<file path="src/rtl/rv_pkg.sv">
// rv_pkg: shared RV32I opcode constants and the fetch buffer entry type.
package rv_pkg;
  localparam logic [6:0] OP_RTYPE  = 7'b0110011;
  localparam logic [6:0] OP_ITYPE  = 7'b0010011;
  localparam logic [6:0] OP_LOAD   = 7'b0000011;
  localparam logic [6:0] OP_STORE  = 7'b0100011;
  localparam logic [6:0] OP_BRANCH = 7'b1100011;
  localparam logic [6:0] OP_LUI    = 7'b0110111;
  localparam logic [6:0] OP_JAL    = 7'b1101111;
  localparam logic [31:0] NOP_INSTR = 32'h0000_0013;
  typedef struct packed {
    logic [31:0] pc;
    logic [31:0] instr;
  } fetch_entry_t;
endpackage

</file>
<file path="src/rtl/if_fifo.sv">
// if_fifo: DEPTH-entry sync FIFO of fetch entries with flush; head is read straight from storage.
module if_fifo
  import rv_pkg::*;
#(
  parameter int DEPTH = 2,
  localparam int AW = $clog2(DEPTH),
  localparam int CW = AW + 1
) (
  input  logic          clk,
  input  logic          rst,
  input  logic          push,
  input  logic          pop,
  input  logic          flush,
  input  fetch_entry_t  din,
  output fetch_entry_t  head,
  output logic [CW-1:0] count,
  output logic          empty,
  output logic          full
);
  fetch_entry_t mem [DEPTH];
  logic [AW-1:0] rdPtr, wrPtr;
  logic doPush, doPop;
  assign doPush = push && !full && !flush;
  assign doPop  = pop && !empty;
  assign empty  = count == '0;
  assign full   = count == CW'(DEPTH);
  assign head   = mem[rdPtr];
  always_ff @(posedge clk or negedge rst) begin
    if (!rst) begin
      rdPtr <= '0;
      wrPtr <= '0;
      count <= '0;
    end else if (flush) begin
      rdPtr <= '0;
      wrPtr <= '0;
      count <= '0;
    end else begin
      if (doPush) wrPtr <= wrPtr + AW'(1);
      if (doPop) rdPtr <= rdPtr + AW'(1);
      count <= count + CW'(doPush) - CW'(doPop);
    end
  end
  always_ff @(posedge clk) begin
    if (doPush) mem[wrPtr] <= din;
  end
endmodule

</file>
<file path="src/rtl/if_fetch_unit.sv">
// if_fetch_unit: PC register, 1-cycle imem issue with credit flow control and redirect squash,
// feeding a small instruction buffer toward decode.
module if_fetch_unit
  import rv_pkg::*;
#(
  parameter logic [31:0] RESET_PC = 32'h0000_0000,
  parameter int          DEPTH    = 2
) (
  input  logic        clk,
  input  logic        rst,
  output logic        im_en,
  output logic [31:0] im_addr,
  input  logic [31:0] im_rdata,
  output logic        if_valid,
  output logic [31:0] if_instr,
  output logic [6:0]  if_op,
  output logic [31:0] if_pc,
  input  logic        id_ready,
  input  logic        redirect,
  input  logic [31:0] redirect_pc
);
  localparam int CW = $clog2(DEPTH) + 1;
  logic [31:0] pc, tagPc, target;
  logic inflight, pop, push, fifoEmpty, fifoFull;
  logic [CW-1:0] count;
  logic [CW:0] credit;
  fetch_entry_t head;
  assign target   = redirect_pc & ~32'd3;
  assign pop      = if_valid && id_ready;
  // A response landing in the redirect cycle belongs to the old path.
  assign push     = inflight && !redirect;
  assign credit   = {1'b0, count} + (CW+1)'(inflight) - (CW+1)'(pop);
  assign im_en    = rst && !redirect && !(fifoFull && !pop) && credit < (CW+1)'(DEPTH);
  assign im_addr  = pc;
  assign if_valid = !fifoEmpty;
  assign if_instr = if_valid ? head.instr : NOP_INSTR;
  assign if_pc    = if_valid ? head.pc : '0;
  assign if_op    = if_instr[6:0];
  always_ff @(posedge clk or negedge rst) begin
    if (!rst) begin
      pc       <= RESET_PC;
      tagPc    <= '0;
      inflight <= 1'b0;
    end else begin
      inflight <= im_en;
      if (redirect) pc <= target;
      else if (im_en) begin
        pc    <= pc + 32'd4;
        tagPc <= pc;
      end
    end
  end
  if_fifo #(.DEPTH(DEPTH)) buffer (
    .clk   (clk),
    .rst   (rst),
    .push  (push),
    .pop   (pop),
    .flush (redirect),
    .din   ('{pc: tagPc, instr: im_rdata}),
    .head  (head),
    .count (count),
    .empty (fifoEmpty),
    .full  (fifoFull)
  );
endmodule

</file>
<file path="config.mk">
export PLATFORM = sky130hd
export DESIGN_NAME = if_fetch_unit
export DESIGN_NICKNAME = d
export VERILOG_FILES = /design/src/rtl/rv_pkg.sv /design/src/rtl/if_fifo.sv /design/src/rtl/if_fetch_unit.sv
export SDC_FILE = /design/constraint.sdc
export NUM_CORES = 1
export LEC_CHECK = 0
export BUFFER_PORTS_ARGS = -buffer_cell sky130_fd_sc_hd__buf_2
export CAP_MARGIN = 15
export CORE_ASPECT_RATIO = 1.25
export CORE_MARGIN = 4
export CORE_UTILIZATION = 35
export CTS_CLUSTER_SIZE = 10
export DETAILED_ROUTE_END_ITERATION = 7
export SLEW_MARGIN = 40
export SYNTH_ARGS = -nofsm -noshare
export SYNTH_HDL_FRONTEND = slang
export SYNTH_SLANG_ARGS = --single-unit
</file>
<file path="constraint.sdc">
create_clock -name clk -period 6.9 [get_ports clk]
set_clock_uncertainty 0.05 [all_clocks]
set_input_delay 1.38 -clock clk [delete_from_list [all_inputs] [get_ports clk]]
set_output_delay 1.38 -clock clk [all_outputs]
set_load 0.03 [all_outputs]
</file>
After elaboration in Yosys (flattened, before gate mapping)
Memories as Yosys holds them, arrays and structs flattened.
Cells that the tools add are included.
{"block": "op_classes", "n_addsub": 7, "order_cmp": 1, "n_eq_ne": 1, "mux": 11, "bitwise_logic": 1, "n_reduce_logical": 19}
{"op": "2-to-1 mux 32 bit", "n": 4}
{"op": "adder 32 x 3 -> 32 bit, second input constant", "n": 1}
{"op": "logical AND 1 bit", "n": 9}
{"op": "2-to-1 mux 1 bit", "n": 6}
{"op": "nonzero test 2 bit", "n": 3}
{"op": "zero test 1 bit", "n": 5}
{"op": "adder 2 x 1 -> 3 bit", "n": 1}
{"op": "< comparator 3 x 2 -> 1 bit, second input constant", "n": 1}
{"op": "subtractor 3 x 1 -> 3 bit", "n": 1}
{"op": "adder 1 bit, second input constant", "n": 2}
{"op": "adder 2 x 1 -> 2 bit", "n": 1}
{"op": "== test 2 bit, second input constant", "n": 1}
{"op": "zero test 2 bit", "n": 1}
{"op": "2-to-1 mux 2 bit", "n": 1}
{"op": "AND reduction 2 bit", "n": 1}
{"op": "subtractor 2 x 1 -> 2 bit", "n": 1}
{"op": "NOT 1 bit", "n": 1}
{"block": "word_totals", "reg_bits": 69, "ram_bits": 128, "inputBits": 68, "wordCells": 47, "mem_count": 1}
{"name": "buffer.mem", "depth": 2, "width": 64, "rd": 1, "rd_clocked_by_memory_dff": 0, "wr": 1, "line_no": "if_fifo.sv:20", "rtl": "fetch_entry_t mem [DEPTH];"}

Depth between registers and ports, before layout
{"block": "logic_depth", "word_depth": 10, "ltp_mapped": 12, "ltp_nobuf": 11}

Hierarchy
A second synthesis with hierarchy kept.
{"block": "unflattened", "hier_cells": 657, "hier_area_um2": 8647.0}
{"mod": "if_fifo", "instances": 1, "cells_per_inst": 223, "area_per_inst_um2": 5051.1, "seq_area_each_um2": 3943.8}
{"mod": "if_fetch_unit", "instances": 1, "cells_per_inst": 434, "area_per_inst_um2": 3595.9, "seq_area_each_um2": 1526.5}

Least setup slack after synthesis
No wires, ideal clock.
{"block": "synth_path", "kind": "input to register", "start": "in redirect", "end": "mem buffer.mem[0][0] in the netlist's numbering (enable)", "setup_time_ps": 559, "t_arrival_ps": 6050, "t_required_ps": 6291, "slack_ps": 241, "cell_stages": 3, "n_path_buf": 2, "cell_sequence": "clkbuf_1 > clkbuf_1 > nor3_1"}
{"block": "synth_via", "elab_chain_len": 6}
{"item": "from (decl)", "line_no": "if_fetch_unit.sv:19", "rtl": "input logic redirect,"}
{"item": "zero test 1 bit *", "line_no": "if_fifo.sv:23, if_fetch_unit.sv:31"}
{"item": "logical AND 1 bit", "line_no": "if_fetch_unit.sv:31", "rtl": "assign push = inflight && !redirect;"}
{"item": "logical AND 1 bit", "line_no": "if_fifo.sv:23", "rtl": "assign doPush = push && !full && !flush;"}
{"item": "logical AND 1 bit *", "line_no": "if_fifo.sv:23"}
{"item": "2-to-1 mux 1 bit *", "line_no": "if_fifo.sv:44", "rtl": "if (doPush) mem[wrPtr] <= din;"}
{"item": "2-to-1 mux 1 bit (not written as such) *", "line_no": "if_fifo.sv:44"}
{"item": "to (decl)", "line_no": "if_fifo.sv:20"}
Every way passes the cells marked *; elsewhere a longest branch is shown, timed or not.

Worst setup path in the final report
{"block": "layout_path", "start": "in id_ready", "end": "out im_en"}
{"block": "layout_via", "elab_chain_len": 6, "word_cells_on_any_way": 8, "classes_between": "add/sub: 1; order compare: 1; reduce/logical: 6"}
{"item": "from (decl)", "line_no": "if_fetch_unit.sv:18", "rtl": "input logic id_ready,"}
{"item": "logical AND 1 bit *", "line_no": "if_fetch_unit.sv:29", "rtl": "assign pop = if_valid && id_ready;"}
{"item": "branches (longest 4 deep; another with subtractor 3 x 1 -> 3 bit)"}
{"item": "logical AND 1 bit *", "line_no": "if_fetch_unit.sv:33", "rtl": "assign im_en = rst && !redirect && !(fifoFull && !pop) && credit < (CW+1)'(DEPTH);"}
{"item": "to (decl)", "line_no": "if_fetch_unit.sv:11", "rtl": "output logic im_en,"}
Every way passes the cells marked *.

==> impl_table.tex <==
\begin{tabular}{lr}
\hline
Metric & Value \\
\hline
\multicolumn{2}{l}{\textbf{Power and ir drop}} \\
VDD IR-drop max & 229 uV \\
Total leakage power & 3.76 nW \\
Pwr/cell area & 419 nW/um2 \\
\multicolumn{2}{l}{\textbf{Clocking}} \\
Clock-pin slew on the worst setup and hold paths & 70 ps \\
CTS buffer count & 17 \\
Number of cells upsized or downsized after cts & 0 \\
Clock sink count & 189 \\
CTS tree & done \\
Buffer depth of the longest clock path & 2 \\
Hold bufs inserted after CTS & 0 \\
Cell at the root of the clock tree & clkbuf\_16 \\
H-tree depth reported by CTS & 4 \\
Buffers inserted by post-CTS timing repair & 0 \\
Worst-Skew Late Latency & 430 ps \\
\multicolumn{2}{l}{\textbf{GRT}} \\
Antenna violations before repair & 0 \\
First-pass GRT wire length & 26700 um \\
Vias in the first global route & 4883 \\
Leftover overflow at the end of global routing & 0 \\
GRT Overall Usage & 0.139 \\
Maximum number of pins on one net before global-route repair & 67 \\
\multicolumn{2}{l}{\textbf{Logic synthesis}} \\
Dominant cell by count in the synthesized netlist & edfxtp\_1 \\
Leading cell types by total area after synthesis & edfxtp\_1 (47\%), dfrtp\_1 (21\%), mux2i\_1 (8.0\%), mux2\_2 (4.6\%), nor2\_1 (3.2\%) \\
Post-synth design cell area & 7890 um2 \\
Seq cells post-synth & 189 \\
Xor and xnor fraction of the mapped netlist area & 0.0344 \\
Distinct cell type count of the synthesized netlist & 42 \\
Mux cell area share after synthesis & 0.126 \\
Dominant register cell in the synthesized netlist & edfxtp\_1 \\
Cell accounting for the most synthesized area & edfxtp\_1 \\
Cells after Synth & 562 \\
Simple-gate share of the synthesized area & 0.0958 \\
Adder and majority gate portion of the synthesized area & 0.00888 \\
Warnings from Yosys & 0 \\
Area share of the largest cell type after synthesis & 0.472 \\
Compound-gate portion of the synthesized area & 0.0263 \\
Syn avg cell area & 14.0 um2 \\
Top cells by count, synth & edfxtp\_1 (124), nor2\_1 (68), dfrtp\_1 (65), mux2i\_1 (63), nand2\_1 (38) \\
Main combinational cell family by area after synthesis & multiplexers \\
Count of flip-flops with a built-in enable after synthesis & 124 \\
Synth async-reset ratio & 0.344 \\
Share of the yosys chip area belonging to registers & 0.678 \\
\multicolumn{2}{l}{\textbf{Setup path}} \\
Critical path required time & 5470 ps \\
Maximum fanout along the worst path & 6 \\
Worst-path cell chain & buf\_2 > nor2b\_1 > ha\_1 > inv\_1 > nand2\_1 > fa\_1 > nor2\_1 > o21a\_1 > nor2b\_4 > buf\_2 \\
Kind of end point of the critical path & output pin \\
Slowest cell on the critical path & fa\_1 \\
Biggest cell delay along the critical path & 390 ps \\
Most prevalent standard cell on the critical path & buf\_2 \\
Category of the worst setup path launch point & input pin \\
Setup Crit Path Kind & input pin to output pin \\
Data arrival time of the worst path & 3670 ps \\
\multicolumn{2}{l}{\textbf{Floorplanning}} \\
Vert. Die Dim & 176 um \\
Die boundary width & 142 um \\
Overall die area & 25000 um2 \\
Row count & 61 \\
Total I/O pin count & 173 \\
Initial core utilization & 0.355 \\
Core Area & 22200 um2 \\
\multicolumn{2}{l}{\textbf{STA}} \\
Final Hold Vio Count & 0 \\
RSZ-0062 raised after global routing & no \\
Tightest slew margin relative to the limit & 0.498 \\
Worst path setup slack after routing & 1800 ps \\
Final setup vio count & 0 \\
Max Freq & 196 MHz \\
Slew of the pin with the lowest slew margin & 754 ps \\
Final Slew Violations & 0 \\
Final sum of negative setup slack & 0 ps \\
Final critical-path required period & 5100 ps \\
Final Cycle Share & 0.740 \\
\multicolumn{2}{l}{\textbf{Drt}} \\
Final wirelength & 17000 um \\
Per-cell via count in the routed design & 4.72 \\
Drt initial violations & 202 \\
Residual DRC & 0 \\
Post-detailed-route count of antenna-violating nets & 0 \\
Via count & 4793 \\
Post-detailed-route wirelength per cell & 16.7 um \\
Initial DRT Pass Iterations & 4 \\
\multicolumn{2}{l}{\textbf{Cells and area}} \\
Inserted Diodes & 0 \\
Area added between synthesis and finish & 21.8\% \\
Layout Cell Area excl Fill & 9610 um2 \\
Fraction of final layout cells sized beyond drive strength 1 & 0.341 \\
Net count of the finished layout & 793 \\
\# fillers & 2058 \\
\multicolumn{2}{l}{\textbf{Job}} \\
Count of maximum capacitance violations & 0 \\
\multicolumn{2}{l}{\textbf{Place}} \\
Placement-stage cell area & 9020 um2 \\
DP HPWL & 11200 um \\
Count of port buffers added during placement & 166 \\
Global placement routability congestion & 0.756 \\
Post-placement worst setup slack & 1840 ps \\
\multicolumn{2}{l}{\textbf{Run status}} \\
Status & completed \\
\multicolumn{2}{l}{\textbf{Min path}} \\
Worst min path class & register to register \\
\hline
\end{tabular}
-- cell families (layout without fill, tap and decap cells) --
logic type	after synthesis	count (layout)
AOI/OAI and AO/OA	36	36
xor gates and xnor gates	31	31
adders and majority gates	5	5
buffers and inverters	50	218
DFF	189	189
muxes	95	95
other	1	4
and+or+nand+nor	155	155
-- critical path: cells and delay by family --
kind | cells | cell delay [ps]
AND/OR/NAND/NOR | 4 | 920
adder cells (fa/ha/maj) | 2 | 670
buffers and inverters | 3 | 390
AO/OA/AOI/OAI | 1 | 310
-- power breakdown --
group / total [mW] / switching [mW] / internal, mW / leakage (nW)
sequential: 1.62 / 0.133 / 1.49 / 1.92
clock: 0.955 / 0.423 / 0.532 / 0.287
combinational: 1.45 / 0.976 / 0.479 / 1.56
total: 4.03 / 1.53 / 2.50 / 3.76
-- state kept, by name (all words and copies together), names as in the netlist --
signal / count
inflight: 1
im_addr: 30
buffer.wrPtr: 1
buffer.count: 2
buffer.rdPtr: 1
buffer.mem: 124
tagPc: 30
-- layout make-up --
class                           count  area, um2  share of cell area
Sequential cell                   189       5350               0.557
Clock buffer                       23        512              0.0532
Timing Repair Buffer              174        911              0.0948
Tap cell                          283        354              0.0368
Inverter                           12       45.0             0.00469
Multi-Input combinational cell    326       2370               0.246
Clock inverter                      9       68.8             0.00716
-- worst paths after layout --
check                      cells after the start  slack, ps           endpoint            start
setup / recovery                              10       1800              im_en         id_ready
hold / removal                                 0        410  buffer.mem[1][50]        tagPc[18]
setup reg to reg                              11       3360          tagPc[21]  buffer.count[1]
hold reg to reg                                0        410  buffer.mem[1][50]        tagPc[18]
max in group asynchronous                      2       5240       buffer.rdPtr              rst
min in group asynchronous                      2       1080          tagPc[17]              rst
-- through the flow --
stage / total power, mW / hold WS, ps / utilization / std cells
floorplan: 2.69 / 388 / - / 565
global placement: 3.09 / 396 / 0.404 / 983
detailed placement: 3.13 / 401 / 0.406 / 984
CTS: 4.10 / 416 / 0.432 / 1016
global route: 4.25 / 431 / 0.433 / 1016
finish: 4.03 / 409 / 0.433 / 1016
-- placed cells by master, fill, tap and decap left out, types with 12 or more instances in the layout --
master and n:
buf_2 166, inv_1 12, mux2_2 32, dfrtp_1 64, mux2i_1 63, nand2_1 38, clkbuf_16 20, nor2_1 67
o21ai_0 21, xnor2_1 27, edfxtp_1 124
-- metal layers --
layer / track usage / routed length (um) / vias to the layer above
met5: 0 / 0 / -
met4: 0.0507 / 301 / 0
met3: 0.0387 / 866 / 22
met2: 0.248 / 9120 / 128
met1: 0.157 / 6690 / 2339
li1: - / - / 2304
Note: power is estimated with default switching activity, not from simulation.
